===== src/rtl/rtc_bus_pkg.sv =====
// Shared state encoding and strobe levels for the RTC bus master.
// Pure definitions: no logic, no latency, no backpressure.
package rtc_bus_pkg;

  typedef enum logic [2:0] {
    S_IDLE,
    S_ADDR,
    S_GAP_A,
    S_DATA,
    S_GAP_D,
    S_DONE
  } state_t;

  localparam logic STROBE_ON  = 1'b0;
  localparam logic STROBE_OFF = 1'b1;

endpackage


===== src/rtl/rtc_phase_timer.sv =====
// Loadable down-counter; tc_o flags the last cycle of a loaded phase.
// Load takes effect next cycle; a load of N gives N cycles ending with tc_o high.
module rtc_phase_timer #(
  parameter int W = 3
) (
  input  logic         clk,
  input  logic         rst,
  input  logic         load_i,
  input  logic [W-1:0] load_val_i,
  output logic         tc_o
);

  logic [W-1:0] cnt_q;

  always_ff @(posedge clk or posedge rst) begin
    if (rst) begin
      cnt_q <= '0;
    end else if (load_i) begin
      cnt_q <= load_val_i;
    end else if (cnt_q != '0) begin
      cnt_q <= cnt_q - 1'b1;
    end
  end

  assign tc_o = (cnt_q == W'(1));

endmodule


===== src/rtl/rtc_bus_master.sv =====
// Read/write burst engine for a multiplexed AD/CS/RD/WR RTC bus, all outputs registered.
// Outputs follow req by one cycle; each beat is 2*(T_PULSE+T_GAP) cycles; req while busy is dropped.
module rtc_bus_master
  import rtc_bus_pkg::*;
#(
  parameter int DATA_W  = 8,
  parameter int T_PULSE = 4,
  parameter int T_GAP   = 2,
  parameter int LEN_W   = 4
) (
  input  logic              clk,
  input  logic              rst,
  input  logic              req,
  input  logic              rw,
  input  logic [DATA_W-1:0] addr,
  input  logic [LEN_W-1:0]  burst_len,
  input  logic [DATA_W-1:0] wdata,
  output logic              wtake,
  input  logic              abort,
  output logic              busy,
  output logic              done,
  output logic              aborted,
  output logic [DATA_W-1:0] rdata,
  output logic              rdata_valid,
  output logic              ad_n,
  output logic              cs_n,
  output logic              rd_n,
  output logic              wr_n,
  output logic [DATA_W-1:0] bus_out,
  output logic              bus_oe,
  input  logic [DATA_W-1:0] bus_in
);

  localparam int PH_MAX = (T_PULSE > T_GAP) ? T_PULSE : T_GAP;
  localparam int PH_W   = $clog2(PH_MAX + 1);

  state_t            state_q, state_d;
  logic              rw_q;
  logic [DATA_W-1:0] addr_q, addr_d;
  logic [LEN_W-1:0]  len_q, beat_q;
  logic              abort_seen_q;
  logic              busy_q, done_q, aborted_q, wtake_q, rvalid_q;
  logic [DATA_W-1:0] rdata_q, bus_out_q;
  logic              ad_n_q, cs_n_q, rd_n_q, wr_n_q, bus_oe_q;

  logic              tmr_load, tmr_tc;
  logic [PH_W-1:0]   tmr_val;
  logic              wtake_d, rvalid_d, more, abort_any;
  logic [LEN_W:0]    beat_nx;

  rtc_phase_timer #(.W(PH_W)) u_timer (
    .clk        (clk),
    .rst        (rst),
    .load_i     (tmr_load),
    .load_val_i (tmr_val),
    .tc_o       (tmr_tc)
  );

  assign beat_nx   = {1'b0, beat_q} + {{LEN_W{1'b0}}, 1'b1};
  assign more      = beat_nx < {1'b0, len_q};
  assign abort_any = abort_seen_q | abort;

  always_comb begin
    state_d  = state_q;
    tmr_load = 1'b0;
    tmr_val  = PH_W'(T_PULSE);
    addr_d   = addr_q;
    wtake_d  = 1'b0;
    rvalid_d = 1'b0;
    case (state_q)
      S_IDLE: if (req) begin
        state_d  = S_ADDR;
        tmr_load = 1'b1;
        addr_d   = addr;
      end
      S_ADDR: if (abort || tmr_tc) begin
        state_d  = abort ? S_GAP_D : S_GAP_A;
        tmr_load = 1'b1;
        tmr_val  = PH_W'(T_GAP);
      end
      S_GAP_A: if (abort) begin
        state_d  = S_GAP_D;
        tmr_load = 1'b1;
        tmr_val  = PH_W'(T_GAP);
      end else if (tmr_tc) begin
        state_d  = S_DATA;
        tmr_load = 1'b1;
        wtake_d  = ~rw_q;
      end
      S_DATA: if (abort || tmr_tc) begin
        state_d  = S_GAP_D;
        tmr_load = 1'b1;
        tmr_val  = PH_W'(T_GAP);
        rvalid_d = rw_q & ~abort;
      end
      S_GAP_D: if (tmr_tc) begin
        if (more && !abort_any) begin
          state_d  = S_ADDR;
          tmr_load = 1'b1;
          addr_d   = addr_q + DATA_W'(1);
        end else begin
          state_d = S_DONE;
        end
      end
      S_DONE:  state_d = S_IDLE;
      default: state_d = S_IDLE;
    endcase
  end

  // Outputs are decoded from the next state so pins change exactly on state entry.
  always_ff @(posedge clk or posedge rst) begin
    if (rst) begin
      state_q      <= S_IDLE;
      rw_q         <= 1'b0;
      addr_q       <= '0;
      len_q        <= '0;
      beat_q       <= '0;
      abort_seen_q <= 1'b0;
      busy_q       <= 1'b0;
      done_q       <= 1'b0;
      aborted_q    <= 1'b0;
      wtake_q      <= 1'b0;
      rvalid_q     <= 1'b0;
      rdata_q      <= '0;
      bus_out_q    <= '0;
      bus_oe_q     <= 1'b0;
      ad_n_q       <= STROBE_OFF;
      cs_n_q       <= STROBE_OFF;
      rd_n_q       <= STROBE_OFF;
      wr_n_q       <= STROBE_OFF;
    end else begin
      state_q <= state_d;
      addr_q  <= addr_d;
      if (state_q == S_IDLE && req) begin
        rw_q         <= rw;
        len_q        <= (burst_len == '0) ? LEN_W'(1) : burst_len;
        beat_q       <= '0;
        abort_seen_q <= 1'b0;
      end else if (state_q != S_IDLE && state_q != S_DONE) begin
        abort_seen_q <= abort_any;
      end
      if (state_q == S_GAP_D && state_d == S_ADDR) begin
        beat_q <= beat_nx[LEN_W-1:0];
      end
      busy_q    <= (state_d != S_IDLE);
      done_q    <= (state_d == S_DONE);
      aborted_q <= (state_d == S_DONE) && abort_any;
      wtake_q   <= wtake_d;
      rvalid_q  <= rvalid_d;
      if (rvalid_d) begin
        rdata_q <= bus_in;
      end
      case (state_d)
        S_ADDR: begin
          cs_n_q    <= STROBE_ON;
          ad_n_q    <= STROBE_ON;
          wr_n_q    <= STROBE_ON;
          rd_n_q    <= STROBE_OFF;
          bus_oe_q  <= 1'b1;
          bus_out_q <= addr_d;
        end
        S_DATA: begin
          cs_n_q   <= STROBE_ON;
          ad_n_q   <= STROBE_OFF;
          rd_n_q   <= rw_q ? STROBE_ON : STROBE_OFF;
          wr_n_q   <= rw_q ? STROBE_OFF : STROBE_ON;
          bus_oe_q <= ~rw_q;
          if (wtake_d) begin
            bus_out_q <= wdata;
          end
        end
        default: begin
          cs_n_q   <= STROBE_OFF;
          ad_n_q   <= STROBE_OFF;
          rd_n_q   <= STROBE_OFF;
          wr_n_q   <= STROBE_OFF;
          bus_oe_q <= 1'b0;
        end
      endcase
    end
  end

  assign busy        = busy_q;
  assign done        = done_q;
  assign aborted     = aborted_q;
  assign wtake       = wtake_q;
  assign rdata_valid = rvalid_q;
  assign rdata       = rdata_q;
  assign bus_out     = bus_out_q;
  assign bus_oe      = bus_oe_q;
  assign ad_n        = ad_n_q;
  assign cs_n        = cs_n_q;
  assign rd_n        = rd_n_q;
  assign wr_n        = wr_n_q;

endmodule


===== config.mk =====
export PLATFORM = sky130hd
export DESIGN_NAME = rtc_bus_master
export DESIGN_NICKNAME = d
export VERILOG_FILES = /design/src/rtl/rtc_bus_pkg.sv /design/src/rtl/rtc_phase_timer.sv /design/src/rtl/rtc_bus_master.sv
export SDC_FILE = /design/constraint.sdc
export NUM_CORES = 1
export LEC_CHECK = 0
export ABC_CLOCK_PERIOD_IN_PS = 3250
export BUFFER_PORTS_ARGS = -buffer_cell sky130_fd_sc_hd__buf_2
export CAP_MARGIN = 5
export CORE_MARGIN = 2
export CORE_UTILIZATION = 50
export CTS_CLUSTER_DIAMETER = 40
export DETAILED_ROUTE_END_ITERATION = 12
export GPL_ROUTABILITY_DRIVEN = 1
export GPL_TIMING_DRIVEN = 1
export MAX_ROUTING_LAYER = met4
export PLACE_DENSITY = 0.74
export SETUP_SLACK_MARGIN = 0.3
export SLEW_MARGIN = 20
export SYNTH_ARGS = -nofsm -noshare
export SYNTH_HDL_FRONTEND = slang
export SYNTH_HIERARCHICAL = 1
export SYNTH_SLANG_ARGS = --single-unit

===== constraint.sdc =====
create_clock -name clk -period 3.25 [get_ports clk]
set_input_delay 0.325 -clock clk [delete_from_list [all_inputs] [get_ports clk]]
set_output_delay 0.325 -clock clk [all_outputs]
set_load 0.05 [all_outputs]

## Yosys cells after proc, flatten, opt, wreduce, memory -nomap -nowiden

Index checks and enable logic that the tools add are counted.

| word-level totals | value |
|---|---|
| register bits after elaboration | 50 |
| input port bits | 33 |

| operators by class | value |
|---|---|
| bitwise operators | 4 |
| $add $sub $neg | 3 |
| order comparisons | 1 |
| muxes and demuxes | 44 |
| reductions and logical operators | 19 |
| equality and inequality tests | 10 |

Operator list:

| operator | number |
|---|---|
| $mux 3 | 12 |
| $mux 8 | 4 |
| $pmux 8 s2 | 2 |
| $mux 1 | 18 |
| $pmux 3 s5 | 1 |
| $mux 4 | 3 |
| $eq 3x1->1 const B | 3 |
| $eq 3x2->1 const B | 3 |
| $reduce_bool 3->1 | 3 |
| $add 8x1->8 const B | 1 |
| $reduce_bool 2->1 | 4 |
| $eq 3x3->1 const B | 2 |
| $pmux 3 s2 | 1 |
| $add 4x1->5 const B | 1 |
| $logic_and 1x1->1 | 5 |
| $lt 5x4->1 | 1 |
| $logic_not 4->1 | 1 |
| $pmux 1 s2 | 2 |
| $pmux 1 s4 | 1 |
| $reduce_or 2->1 | 2 |
| $logic_not 3->1 | 1 |
| $ne 3x3->1 const B | 1 |
| $sub 3x1->3 const B | 1 |
| $ne 2x2->1 const B | 1 |
| 6 further kinds | 7 |

## Longest topological paths before layout

| depth | value |
|---|---|
| word-level depth | 9 |
| depth in mapped cells | 11 |
| mapped depth without buffers | 10 |

## Cells and area by module

The synthesis kept the hierarchy.

Modules (own cells, without submodules):

| module | seq. area each (um2) | cells each | instances | area each (um2) |
|---|---|---|---|---|
| rtc_bus_master | 1181.1 | 256 | 1 | 2531.2 |
| rtc_phase_timer | 75.1 | 23 | 1 | 220.2 |

## Worst setup path after synthesis

No wires, ideal clock.

| timing path | value |
|---|---|
| kind | register to register |
| start point | reg beat_q[0] |
| end point | reg bus_out_q[4], in the netlist bus_out[4] |
| library setup time | 120 ps |
| arrival | 2304 ps |
| path buffers | 0 |
| stages on the path, launching flop included | 10 |
| setup slack | 825 ps |
| period minus slack after synthesis | 2425 ps |
| cell sequence | dfrtp_1 ha_1 xor2_1 ha_1 a21o_1 a22oi_4 nand2_4 o311ai_0 o211ai_2 o211a_1 |

| between the ends | value |
|---|---|
| elaborated cells on any way between the ends | 15 |
| classes of those cells | 1 x add/sub; 1 x order compare; 3 x eq/ne; 7 x mux; 3 x reduce/logical |

RTL lines:

| element | RTL line | text |
|---|---|---|
| start, declared | rtc_bus_master.sv:40 | `logic [LEN_W-1:0] len_q, beat_q;` |
| start signal, assigned | rtc_bus_master.sv:143 | `beat_q <= beat_nx[LEN_W-1:0];` |
| $add 4x1->5 | rtc_bus_master.sv:59 | `assign beat_nx = {1'b0, beat_q} + {{LEN_W{1'b0}}, 1'b1};` |
| $lt 5x4->1 | rtc_bus_master.sv:60 | `assign more = beat_nx < {1'b0, len_q};` |
| $logic_and 1x1->1 | rtc_bus_master.sv:97 | `if (more && !abort_any) begin` |
| $mux 8 | rtc_bus_master.sv:97 |  |
| $mux 8 | rtc_bus_master.sv:96 | `S_GAP_D: if (tmr_tc) begin` |
| $pmux 8 s2 | rtc_bus_master.sv:70 | `case (state_q)` |
| via addr_d[4] | rtc_bus_master.sv:39 | `logic [DATA_W-1:0] addr_q, addr_d;` |
| $pmux 8 s2 | rtc_bus_master.sv:153 | `case (state_d)` |
| end signal, assigned | rtc_bus_master.sv:160 | `bus_out_q <= addr_d;` |
| end signal, assigned | rtc_bus_master.sv:169 | `bus_out_q <= wdata;` |
| end, declared | rtc_bus_master.sv:43 | `logic [DATA_W-1:0] rdata_q, bus_out_q;` |

The timed path passes the listed nets, and every way through them passes these cells.
A chain may end at the register's enable or synchronous reset.

## Final worst setup path

| timing path | value |
|---|---|
| start point | reg beat_q[0] |
| end point | reg bus_out_q[4], in the netlist bus_out[4] |

| between the ends | value |
|---|---|
| cells in the longest elaborated chain, start to end | 9 |
| elaborated cells on any way between the ends | 15 |
| classes of those cells | 1 x add/sub; 1 x order compare; 3 x eq/ne; 7 x mux; 3 x reduce/logical |

Ends and longest elaborated chain:

| element | RTL line |
|---|---|
| $add 4x1->5 (*) | rtc_bus_master.sv:59 |
| $lt 5x4->1 (*) | rtc_bus_master.sv:60 |
| $logic_and 1x1->1 (*) | rtc_bus_master.sv:97 |
| $mux 3 | rtc_bus_master.sv:97 |
| $mux 3 | rtc_bus_master.sv:96 |
| $pmux 3 s5 | rtc_bus_master.sv:70 |
| $eq 3x2->1 or $eq 3x1->1 (tied branches) | rtc_bus_master.sv:153 |
| $ne 2x2->1 (no line) or $reduce_bool 2->1 (tied branches) | n/a |
| $reduce_and 2->1 (no line) | n/a |

Every way passes the cells marked *; elsewhere a longest branch is shown, timed or not.

==> impl_metrics.py <==
metrics = {
    "yosys": {
        "synthTopCellsByArea": "dfrtp_1, nand2_1, dfstp_2",
        "syn-instance-count": 279,
        "yosys.area.top_type": "dfrtp_1",
        "ys_seq_area_share_pct": 45.7,
        "ys_ff_latch": 50,
        "synth_compound_area_share_pct": 16.6,
        "synthXorXnorAreaFrac_pct": 0.955,
        "synth.avg_cell_area_um2": 9.86,
        "yosys-mux-area-fraction_pct": 5.09,
        "syn_nets": 320,
        "ys.flop_type": "dfrtp_1",
        "synth_warnings": 6,
        "synthDistinctLibCells": 70,
        "syn-cell-area_mm2": 0.00275,
        "async_reset_ff_share_pct": 100,
        "synth_edf_count": 0,
        "synth_top_area_share_pct": 41.8,
        "synth_top_family_by_area": "simple AND/OR/NAND/NOR gates",
        "yosys.area_share.adder_pct": 3.64,
        "synth-simple-area-share_pct": 22.4,
    },
    "worst_setup_path": {
        "cp.required_ps": 3460,
        "cp_common_cell": "ha_1",
        "cp-start-kind": "register",
        "path_max_fanout": 13,
        "rrSetupSlack_ps": 480,
        "crit_arrival_ps": 2980,
        "r2r_cells": 9,
        "cp_slowest_cell": "a21oi_2",
        "cp-endpoint": "bus_out[4]",
        "slowest_delay_ps": 490,
        "critPathKind": "register to register",
        "path_depth": 9,
        "cp_cell_sequence": "ha_1 > xor2_1 > ha_1 > and3_1 > a22oi_4 > a32o_2 > a21oi_2 > or2b_1 > o211a_1",
        "path_buf_inv": 0,
        "reg2reg_from": "beat_q[0]",
        "crit_start": "beat_q[0]",
        "critPathTopFamily": "compound AO/OA/AOI/OAI gates",
        "r2r-end": "bus_out[4]",
        "endpoint_kind": "register",
    },
    "drt": {
        "drc": 0,
        "routed_via_density": 5.47,
        "drt_pass1_iterations": 4,
        "vias": 2271,
        "wl_per_cell_um": 14.4,
        "postRouteAntennaNets": 0,
        "dr.first_iter.drc_count": 147,
        "wl_um": 5990,
    },
    "clock_network": {
        "clk_latency_ps": 310,
        "clock-sinks": 50,
        "clockBufferDepth": 2,
        "clkSlewWorstSetupHoldPaths_ps": 100,
        "cts_setup_buffers": 0,
        "numCtsBuffers": 5,
        "cts-htree-levels": 2,
        "cts_tree": "built",
        "cts_root_buf": "clkbuf_8",
    },
    "global_route": {
        "grt_overflow": 0,
        "grt_max_degree": 48,
        "grt_use_total_pct": 21.3,
        "grt_pass1_vias": 2140,
        "antenna_found_initial": 0,
        "grt_pass1_wl_um": 10100,
    },
    "sta": {
        "period_share_pct": 85.1,
        "rsz0062_at_grt": "false",
        "fin_tns_setup_ps": 0,
        "final.setup_skew_ps": 7.50,
        "setup_ws_ps": 484,
        "finalSetupViolations": 0,
        "fin_crit_ps": 2770,
        "whs_ps": 202,
        "clock.fmax_mhz": 361,
        "relSlewSlack_pct": 47.4,
        "final_hold_viol_count": 0,
        "worstMarginPinSlew_ps": 788,
        "slew_viol_final": 0,
    },
    "power": {
        "netSwitchingFraction_pct": 47.2,
        "pwr-share-comb_pct": 52.8,
        "seq_power_share_pct": 34.3,
        "ir_drop_v": 0.000366,
        "power_frac_clock_pct": 12.9,
        "p_switching_uw": 1370,
        "power_leakage_uw": 0.00155,
        "powerDensity_mw_per_mm2": 902,
        "intPower_uw": 1530,
    },
    "layout": {
        "finalNetCount": 383,
        "final_common_cell": "buf_2",
        "area_growth_pct": 16.6,
        "diodes": 0,
        "fin_util_pct": 59.4,
        "mostFrequentLayoutCells": "buf_2, dfrtp_1, nand2_1, nor2_1",
        "nFillCells": 477,
        "layout-drive-gt1-share_pct": 30.6,
    },
    "floorplan": {
        "die_h_um": 78.2,
        "core_mm2": 0.00541,
        "start_util_pct": 50.9,
        "die_w_um": 78.2,
        "io_pins": 59,
        "die_area_mm2": 0.00611,
        "num_rows": 27,
    },
    "run_status": {
        "status": "finished clean",
    },
    "placement": {
        "place.gp.congestion": 0.959,
        "dp_hpwl_um": 4350,
        "io_buffer_count": 58,
        "dpl_worst_slack_ps": 496,
    },
    "run": {
        "maxCapViolations": 0,
    },
    "hold_path": {
        "hold_path_class": "primary input to register",
    },
}
## flip-flops by register name (all words and copies together) (netlist names)
| signal | flops |
|---|---|
| busy | 1 |
| len_q | 4 |
| aborted | 1 |
| done | 1 |
| rd_n | 1 |
| bus_oe | 1 |
| bus_out | 8 |
| addr_q | 8 |
| wtake | 1 |
| beat_q | 4 |
| cs_n | 1 |
| state_q | 3 |
| rw_q | 1 |
| ad_n | 1 |
| u_timer/cnt_q | 3 |
| rdata | 8 |
| rdata_valid | 1 |
| wr_n | 1 |
| abort_seen_q | 1 |
## cells by family (layout without fill, tap and decap cells)
kind of cell	count (synthesis)	after routing
buf+inv	27	91
simple gates	115	115
fa+ha+maj	8	8
other cells	1	1
xor+xnor	3	3
flops	50	50
compound gates	62	62
mux	13	13
## cell usage after synthesis (all sizes together), types with 3 or more instances
master and n:
a31oi 3, nand4 4, a22oi 3, dfrtp 46, nor2b 8, buf 8, dfstp 4, nor2 24
nand2 36, o21ai 15, nand3 9, a21oi 12, mux2i 5, inv 16, nor3 7, o22ai 3
and3 3, o31ai 3, nand2b 4, mux2 8, ha 8, clkbuf 3
## tightest hold or removal path: stages
cell and delay (ps):
buf_2 70, nand2_1 40, nand2_1 50
## through the flow
step | std cells | cell area, µm² | power (µW)
final | 415 | 3210 | 2900
after global routing | 415 | 3210 | 3120
after CTS | 415 | 3200 | 2890
after detailed placement | 406 | 3100 | 2520
after global placement | 406 | 3100 | 2470
after floorplan | 279 | 2750 | 2200
## what timing repair did
action,4_1_cts,5_1_grt
hold endpoints to repair,3,0
setup endpoints to repair,0,2
resized for setup,0,1
hold buffers,1,0
## final cells by class
| cell class | instances | area (µm²) | share of cell area (%) |
|---|---|---|---|
| multi-input combinational | 202 | 1350 | 42.0 |
| sequential | 50 | 1260 | 39.1 |
| timing repair buffer | 67 | 360 | 11.2 |
| tap | 72 | 90.1 | 2.81 |
| clock buffer | 5 | 68.8 | 2.14 |
| inverter | 16 | 61.3 | 1.91 |
| clock inverter | 3 | 23.8 | 0.741 |
## metal layers
metal  share of wire [%]  vias up  GRT usage [%]
met1                  47     1071           28.8
met5                   0        -              -
met2                  46       69           32.8
met4                 2.0        0           6.67
met3                 5.0       13           4.14
li1                    -     1118              -
## how the worst min path moves through the flow
stage                   start          endpoint  slack, ps  cells after the start
finish                     rw              rw_q        200                      3
CTS                        rw              rw_q        200                      3
detailed placement        rst  u_timer/cnt_q[2]        210                      2
floorplan                 rst  u_timer/cnt_q[0]         80                      1
global placement          rst  u_timer/cnt_q[0]        210                      2
global route        bus_in[4]          rdata[4]        220                      2
## power by group through the flow
stage / logic, µW / clock network [µW] / registers (µW)
3_3_place_gp: 1470 / 0 / 1000
5_1_grt: 1680 / 417 / 1020
6_report: 1530 / 375 / 993
3_5_place_dp: 1510 / 0 / 1000
4_1_cts: 1520 / 383 / 992
2_1_floorplan: 933 / 0 / 1270
(Power assumes the default switching activity.)
